===== config.mk =====
export PLATFORM = sky130hd
export DESIGN_NAME = spi_config_sequencer
export DESIGN_NICKNAME = d
export VERILOG_FILES = /design/src/rtl/spi_config_sequencer.sv
export SDC_FILE = /design/constraint.sdc
export NUM_CORES = 1
export LEC_CHECK = 0
export BUFFER_PORTS_ARGS = -buffer_cell sky130_fd_sc_hd__clkbuf_2
export CAP_MARGIN = 20
export CORE_ASPECT_RATIO = 1.4
export CORE_UTILIZATION = 50
export CTS_BUF_LIST = sky130_fd_sc_hd__clkbuf_4 sky130_fd_sc_hd__clkbuf_8
export CTS_CLUSTER_SIZE = 30
export DETAILED_ROUTE_END_ITERATION = 10
export PLACE_DENSITY_LB_ADDON = 0.25
export SLEW_MARGIN = 20
export SYNTH_ARGS = -nofsm -noshare
export SYNTH_HDL_FRONTEND = slang
export SYNTH_SLANG_ARGS = --single-unit

===== constraint.sdc =====
create_clock -name clk -period 4.62 [get_ports clk]
set_clock_uncertainty 0.15 [all_clocks]
set_input_delay 1.155 -clock clk [delete_from_list [all_inputs] [get_ports clk]]
set_output_delay 1.155 -clock clk [all_outputs]
set_load 0.01 [all_outputs]

===== src/rtl/spi_config_sequencer.sv =====
// Walks a configuration table and replays each entry to a sensor over an SPI controller:
// writes, read-back verification, timed delays, with timeout and mismatch reporting.
module spi_config_sequencer #(
    parameter int TBL_AW      = 8,
    parameter int TIMEOUT_CYC = 64
) (
    input  logic              clk,
    input  logic              reset,
    input  logic              start,
    output logic              busy,
    output logic              done,
    output logic              error,
    output logic [TBL_AW-1:0] err_idx,
    output logic [1:0]        err_code,
    output logic [TBL_AW-1:0] tbl_addr,
    input  logic [31:0]       tbl_data,
    output logic              spi_start,
    output logic [25:0]       spi_upload_data,
    input  logic [15:0]       spi_read_data,
    input  logic              spi_done
);

    localparam int TW = $clog2(TIMEOUT_CYC + 1);

    localparam logic [1:0] OP_WRITE = 2'b00;
    localparam logic [1:0] OP_READ  = 2'b01;
    localparam logic [1:0] OP_DELAY = 2'b10;

    localparam logic [1:0] ERR_MISMATCH = 2'b01;
    localparam logic [1:0] ERR_TIMEOUT  = 2'b10;

    typedef enum logic [2:0] {
        IDLE,
        FETCH,
        DECODE,
        XFER,
        CHECK,
        WAIT,
        DONE,
        ERROR
    } state_t;

    state_t            state_reg;
    logic [TBL_AW-1:0] index_reg;
    logic [1:0]        op_reg;
    logic [15:0]       data_reg;
    logic [15:0]       delay_reg;
    logic [TW-1:0]     timeout_reg;
    logic              last_entry;
    logic              unused_fields;

    // The table read port is registered, so the index itself serves as the address.
    assign tbl_addr      = index_reg;
    assign last_entry    = &index_reg;
    assign unused_fields = ^tbl_data[29:25];

    always_ff @(posedge clk) begin
        if (reset) begin
            state_reg       <= IDLE;
            index_reg       <= '0;
            op_reg          <= '0;
            data_reg        <= '0;
            delay_reg       <= '0;
            timeout_reg     <= '0;
            busy            <= 1'b0;
            done            <= 1'b0;
            error           <= 1'b0;
            err_idx         <= '0;
            err_code        <= '0;
            spi_start       <= 1'b0;
            spi_upload_data <= '0;
        end else begin
            done <= 1'b0;
            case (state_reg)
                IDLE: begin
                    if (start) begin
                        index_reg <= '0;
                        error     <= 1'b0;
                        err_code  <= '0;
                        err_idx   <= '0;
                        busy      <= 1'b1;
                        state_reg <= FETCH;
                    end
                end

                FETCH: state_reg <= DECODE;

                DECODE: begin
                    case (tbl_data[31:30])
                        OP_WRITE, OP_READ: begin
                            op_reg          <= tbl_data[31:30];
                            data_reg        <= tbl_data[15:0];
                            spi_upload_data <= {tbl_data[24:16], (tbl_data[31:30] == OP_WRITE), tbl_data[15:0]};
                            spi_start       <= 1'b1;
                            timeout_reg     <= '0;
                            state_reg       <= XFER;
                        end
                        OP_DELAY: begin
                            delay_reg <= tbl_data[15:0];
                            state_reg <= WAIT;
                        end
                        default: begin
                            done      <= 1'b1;
                            busy      <= 1'b0;
                            state_reg <= DONE;
                        end
                    endcase
                end

                XFER: begin
                    if (spi_done) begin
                        spi_start <= 1'b0;
                        if (op_reg == OP_WRITE) begin
                            if (last_entry) begin
                                done      <= 1'b1;
                                busy      <= 1'b0;
                                state_reg <= DONE;
                            end else begin
                                index_reg <= index_reg + 1'b1;
                                state_reg <= FETCH;
                            end
                        end else begin
                            state_reg <= CHECK;
                        end
                    end else if (timeout_reg == TW'(TIMEOUT_CYC - 1)) begin
                        spi_start <= 1'b0;
                        err_code  <= ERR_TIMEOUT;
                        err_idx   <= index_reg;
                        error     <= 1'b1;
                        busy      <= 1'b0;
                        state_reg <= ERROR;
                    end else begin
                        timeout_reg <= timeout_reg + 1'b1;
                    end
                end

                CHECK: begin
                    if (spi_read_data == data_reg) begin
                        if (last_entry) begin
                            done      <= 1'b1;
                            busy      <= 1'b0;
                            state_reg <= DONE;
                        end else begin
                            index_reg <= index_reg + 1'b1;
                            state_reg <= FETCH;
                        end
                    end else begin
                        err_code  <= ERR_MISMATCH;
                        err_idx   <= index_reg;
                        error     <= 1'b1;
                        busy      <= 1'b0;
                        state_reg <= ERROR;
                    end
                end

                // A delay of N spends N+1 cycles here, so a zero delay still costs one cycle.
                WAIT: begin
                    if (delay_reg == '0) begin
                        if (last_entry) begin
                            done      <= 1'b1;
                            busy      <= 1'b0;
                            state_reg <= DONE;
                        end else begin
                            index_reg <= index_reg + 1'b1;
                            state_reg <= FETCH;
                        end
                    end else begin
                        delay_reg <= delay_reg - 1'b1;
                    end
                end

                DONE:  state_reg <= IDLE;

                ERROR: state_reg <= IDLE;

                default: state_reg <= IDLE;
            endcase
        end
    end

endmodule


==> results of run 1 <==
-- critical path: stages, from the launching register on --
cell     delay, ns
dfxtp_1       0.46
and2b_1       0.35
nand2_1       0.58
a31o_4        0.51
nand2_1       0.39
o21ai_0       0.17
a32o_1        0.29
-- kinds of logic (layout without fill, tap and decap cells) --
logic type | count (synthesis) | after routing | synth area share, %
mux | 1 | 1 | 0.266
flops | 76 | 76 | 40.5
simple gates | 205 | 205 | 26.7
buf+inv | 34 | 118 | 3.66
xor+xnor | 21 | 21 | 4.90
compound gates | 136 | 136 | 22.6
fa+ha+maj | 4 | 4 | 1.33
-- per-stage QoR --
step | instances | area [um^2]
global route | 658 | 4420
detailed placement | 642 | 4250
CTS | 658 | 4420
global placement | 642 | 4250
floorplan | 477 | 3760
finish | 658 | 4420
-- cell type report --
class	instances	area, um^2
fill	721	2890
multi-input combinational	367	2100
sequential	76	1520
timing repair buffer	96	485
clock buffer	10	131
tap	97	121
clock inverter	6	40.0
inverter	6	22.5
-- layer usage --
layer | track usage, % | vias up | part of all wire [%]
met5 | 0 | - | 0
met4 | 13.6 | 0 | 2.7
met3 | 6.65 | 20 | 5.5
met2 | 45.5 | 107 | 53
met1 | 29.3 | 1772 | 39
li1 | - | 1858 | -
-- worst paths after layout --
kind | end | slack [ns] | depth (start not counted)
max reg2reg | delay_reg[12]$_SDFFE_PP0P_ | 1.62 | 6
min reg2reg | spi_upload_data[21]$_SDFFE_PP0P_ | 0.31 | 2
max | delay_reg[12]$_SDFFE_PP0P_ | 1.62 | 6
min | spi_upload_data[21]$_SDFFE_PP0P_ | 0.31 | 2
-- cell usage in the layout (no fill, tap or decap), types with 6 or more instances in the layout --
cell type	n
nor2_1	34
nor3_1	15
o21ai_0	26
clkbuf_2	94
nand2_1	95
dfxtp_1	76
clkbuf_8	9
nand3_1	9
nor4_1	7
a22o_1	10
xor2_1	19
a21oi_1	64
inv_1	6
-- power by group through the flow --
stage | combinational (uW) | clock, uW | sequential (uW)
2_1_floorplan | 79.8 | 0 | 685
3_3_place_gp | 127 | 0 | 688
3_5_place_dp | 129 | 0 | 688
4_1_cts | 130 | 465 | 673
5_1_grt | 143 | 494 | 675
6_report | 129 | 458 | 673
==> metrics.md, run 1 <==
| Metric | Value |
|---|---|
| Critical path fanouts, max | `33` |
| Reg clk slew, reported paths | `0.08 ns` |
| Crit Path Class | `flop to flop` |
| FF+latch count, synth | `76` |
| Initial antenna violation count | `0` |
| # resized after CTS | `0` |
| Worst hold start | `spi_upload_data[21]$_SDFFE_PP0P_` |
| Period utilization | `65.0%` |
| Outcome | `finished, final reports clean` |
| RSZ-0062 raised after global routing | `no` |
| CTS buffer count | `9` |
| GPL Wtd Cong | `0.877` |
| Pwr dens | `285 mW/mm^2` |
| Initial DRC count | `249` |
| Initial Util | `51.4%` |
| GR Overflow Total | `0` |
| Die Span Y | `105 um` |
| Clock share of power | `36.3%` |
| CP startpoint kind | `flop` |
| Area growth, synth to finish | `17.7%` |
| ANT cells | `0` |
| Top post-synthesis cells by area | `dfxtp_1 (40%), nand2_1 (9.5%), a21oi_1 (8.5%)` |
| Num rows | `37` |
| CP Capture Type | `flop` |
| Dpl hpwl | `6930 um` |
| Synth cell count leaders | `nand2_1 (95), dfxtp_1 (76), a21oi_1 (64), nor2_1 (34), o21ai_0 (26)` |
| Sw Ratio | `27.7%` |
| Via count | `3757` |
| P_int | `912 uW` |
| Hold slack | `0.312 ns` |
| Total power | `1260 uW` |
| Logic pwr share | `10.3%` |
| WL final | `9880 um` |
| Clock Latency Late Sink | `0.37 ns` |
| Hold_buf cts | `0` |
| CTS tree | `yes` |
| Count leader, synth | `nand2_1` |
| Max Root-Sink Buffers | `2` |
| Share of the synthesized area in the top cell type | `40.5%` |
| Number of flops mapped to enable cells by yosys | `0` |
| PnR worst setup slack | `1.62 ns` |
| Max FFs per register | `26` |
| Port-buffer cells | `94` |
| Yosys top cell by area | `dfxtp_1` |
| Net Switching | `349 uW` |
| Core Area | `0.00731 mm^2` |
| Reg power frac | `53.4%` |
| Top_reg_cell synth | `dfxtp_1` |
| Final worst path period need | `3.00 ns` |
| Synth Instances | `477` |
| Setup TNS Final | `0 ns` |
| ANT nets after route | `0` |
| All-Layer GR Usage | `26.5%` |
| Static Leak | `0.00181 uW` |
| Drt wl/cell | `15.0 um` |
| Io pins | `100` |
| Via density per instance | `5.71` |
| H-Tree Depth | `3` |
| Register area share after synthesis | `40.5%` |
| Post-Syn Area per Cell | `7.88 um^2` |
| Worst EP arrival | `3.11 ns` |
| Critical Path RT | `4.73 ns` |
| Worst-margin pin slew | `0.975 ns` |
| HP Class | `flop to flop` |
| Final setup viols | `0` |
| Fraction of layout cells with a size suffix above 1 | `23.0%` |
| Fmax achieved | `333 MHz` |
| Finished Core Util | `60.5%` |
| Max cap viols | `0` |
| Vias in the first global route | `3530` |
| 1st-pass router iterations | `4` |
| Slew Limit Fails | `0` |
| Worst R2R Start | `state_reg[1]$_SDFFE_PP0P_` |
| Synth warn | `0` |
| Mapped cell area | `0.00376 mm^2` |
| Die area | `0.00787 mm^2` |
| Post-route DRC | `0` |
| Asr flop ratio synth | `0%` |
| Worst vdd ir | `0.216 mV` |
| Root buf cell | `clkbuf_8` |
| Post-synth cell types | `61` |
| Post-layout nets | `612` |
| Synthesized net count | `533` |
| Post-place setup slack | `1.21 ns` |
| Crit path launch | `state_reg[1]$_SDFFE_PP0P_` |
| Die width | `75.3 um` |
| Slew HR | `34.8%` |
| Global-route wire length before repair | `16000 um` |
| Largest net degree at the start of global routing | `59` |
| Postcts setup bufs | `0` |
| Final hold vios | `0` |
| Clk sink count | `76` |
(Power assumes the default switching activity.)
==> run 2, diff against run 1 <==
==> constraint.sdc (replaced) <==
create_clock -name clk -period 3.08 [get_ports clk]
set_clock_uncertainty 0.15 [all_clocks]
set_input_delay 0.77 -clock clk [delete_from_list [all_inputs] [get_ports clk]]
set_output_delay 0.77 -clock clk [all_outputs]
set_load 0.01 [all_outputs]
==> run 2 against run 1 <==
Net effect: sequential cell count stayed put; critical endpoint is now err_idx[1]$_SDFFE_PP0P_; clock power up 92%; highest routed layer unchanged; largest cell class unchanged; setup slack got worse by 1.2 ns.
==> metrics.md, run 2 (synthesis gave the netlist of run 1 again) <==
| Metric | Value |
|---|---|
| CP Capture Type | `flop` |
| ANT cells | `0 (unchanged)` |
| Met3 Routed Length | `457 um (-16%)` |
| Vias in the first global route | `3472 (-1.6%)` |
| CP startpoint kind | `input port` |
| Core Area | `0.00731 mm^2 (unchanged)` |
| Worst-margin pin slew | `0.978 ns (+0.00281 ns)` |
| Post-route DRC | `0 (unchanged)` |
| Slew Limit Fails | `0 (unchanged)` |
| GPL Wtd Cong | `0.931 (+6.2%)` |
| Die Span Y | `105 um (unchanged)` |
| # resized after CTS | `0 (unchanged)` |
| Total power | `2090 uW (+65%)` |
| CTS buffer count | `9 (unchanged)` |
| Clock Latency Late Sink | `0.37 ns (about the same)` |
| Critical Path RT | `3.24 ns (-1.49 ns)` |
| Initial antenna violation count | `0 (unchanged)` |
| Via density per instance | `5.70 (-0.21%)` |
| Sequential cell area | `0.00152 mm^2 (unchanged)` |
| ANT nets after route | `0 (unchanged)` |
| Post-layout nets | `619 (+1.1%)` |
| GR Overflow Total | `0 (unchanged)` |
| Clk sink count | `76 (unchanged)` |
| Final hold vios | `0 (unchanged)` |
| Setup TNS Final | `0 ns (unchanged)` |
| Fraction of layout cells with a size suffix above 1 | `23.8% (+0.77 points)` |
| Post-place setup slack | `0.0861 ns (-1.13 ns)` |
| Die width | `75.3 um (unchanged)` |
| Root buf cell | `clkbuf_8` |
| WL final | `9980 um (+1.0%)` |
| Area growth, synth to finish | `20.6%` |
| Outcome | `finished, final reports clean` |
| H-Tree Depth | `3 (unchanged)` |
| Pwr dens | `460 mW/mm^2 (+61%)` |
| Dpl hpwl | `7170 um (+3.4%)` |
| Most frequent cells in the layout | `nand2_1 (95), clkbuf_2 (94), dfxtp_1 (76)` |
| Fmax achieved | `382 MHz` |
| All-Layer GR Usage | `26.8% (+0.23 points)` |
| Global-route wire length before repair | `16200 um (+1.3%)` |
| Max FFs per register | `26 (unchanged)` |
| Drt wl/cell | `15.0 um (about the same)` |
| RSZ-0062 raised after global routing | `no` |
| CTS tree | `yes` |
| Max cap viols | `0 (unchanged)` |
| Max layer used | `met4` |
| PnR worst setup slack | `0.463 ns (-1.16 ns)` |
| Layout Cells excl Fill | `665 (+1.1%)` |
| Hold_buf cts | `0 (unchanged)` |
| Commonest non-fill, non-tap cell in the layout | `nand2_1` |
| Io pins | `100 (unchanged)` |
| Initial DRC count | `224 (-10%)` |
| Met2 wire length | `5190 um (-0.86%)` |
| Max Root-Sink Buffers | `2 (unchanged)` |
| Largest net degree at the start of global routing | `59 (unchanged)` |
| Final worst path period need | `2.62 ns` |
| Period utilization | `85.0%` |
| Die area | `0.00787 mm^2 (unchanged)` |
| Slew HR | `33.8% (-1.1 points)` |
| Crit Path Class | `input port to flop` |
| Critical path fanouts, max | `18 (-45%)` |
| Num rows | `37 (unchanged)` |
| Hold slack | `0.312 ns (-0.000357 ns)` |
| Final setup viols | `0 (unchanged)` |
| HP Class | `flop to flop` |
| Initial Util | `51.4% (unchanged)` |
| Reg clk slew, reported paths | `0.08 ns (about the same)` |
| 1st-pass router iterations | `4 (unchanged)` |
| Via count | `3789 (+0.85%)` |
| Static Leak | `0.00187 uW (+3.2%)` |
| Worst EP arrival | `2.78 ns (-0.33 ns)` |
| Worst vdd ir | `0.290 mV (+34%)` |
| Inst Count DP | `649 (+1.1%)` |
| Fill count | `687 (-4.7%)` |
| Multi-input combinational cell area | `0.00210 mm^2 (about the same)` |
| Port-buffer cells | `94 (unchanged)` |
| Post-Route M1 WL | `3970 um (+3.5%)` |
| Postcts setup bufs | `0 (unchanged)` |
[run 2: report_power, final]
part | internal, uW | leakage [uW] | switching, uW
Clock | 490 | 0.000113 | 390
Combinational | 75.2 | 0.00115 | 121
Sequential | 993 | 0.000613 | 16.1
[run 2: path summary, 6_finish.rpt]
path | from | end | slack [ns] | cells after the start
setup / recovery | spi_read_data[11] | err_idx[1]$_SDFFE_PP0P_ | 0.46 | 7
hold / removal | spi_upload_data[22]$_SDFFE_PP0P_ | spi_upload_data[22]$_SDFFE_PP0P_ | 0.31 | 2
setup reg to reg | spi_upload_data[12]$_SDFFE_PP0P_ | err_idx[1]$_SDFFE_PP0P_ | 0.60 | 6
hold reg to reg | spi_upload_data[22]$_SDFFE_PP0P_ | spi_upload_data[22]$_SDFFE_PP0P_ | 0.31 | 2
[run 2: cell type report]
type | instances | area share, %
multi-input cells | 367 | 46.3
flip-flops and latches | 76 | 33.6
repair buffers | 103 | 11.9
clock buffers | 11 | 3.20
well taps | 97 | 2.68
clock inverters | 5 | 1.88
inverters | 6 | 0.497
[run 2: stage by stage]
stage,instance area (um^2),util (%)
6_report,4530,62.0
5_1_grt,4530,62.0
4_1_cts,4530,62.0
3_5_place_dp,4300,58.8
3_3_place_gp,4300,58.8
2_1_floorplan,3760,-
[run 2: layer usage]
layer,up-vias,track usage [%]
li1,1866,-
met1,1786,31.9
met2,108,45.1
met3,29,4.53
met4,0,13.2
met5,-,0
[run 2: critical path, stage by stage]
cell and delay (ns):
clkbuf_2 0.09, xor2_1 0.14, nor4_1 0.38, nand4_1 0.26, and2_1 0.39, nor2_1 0.51, a22o_1 0.23
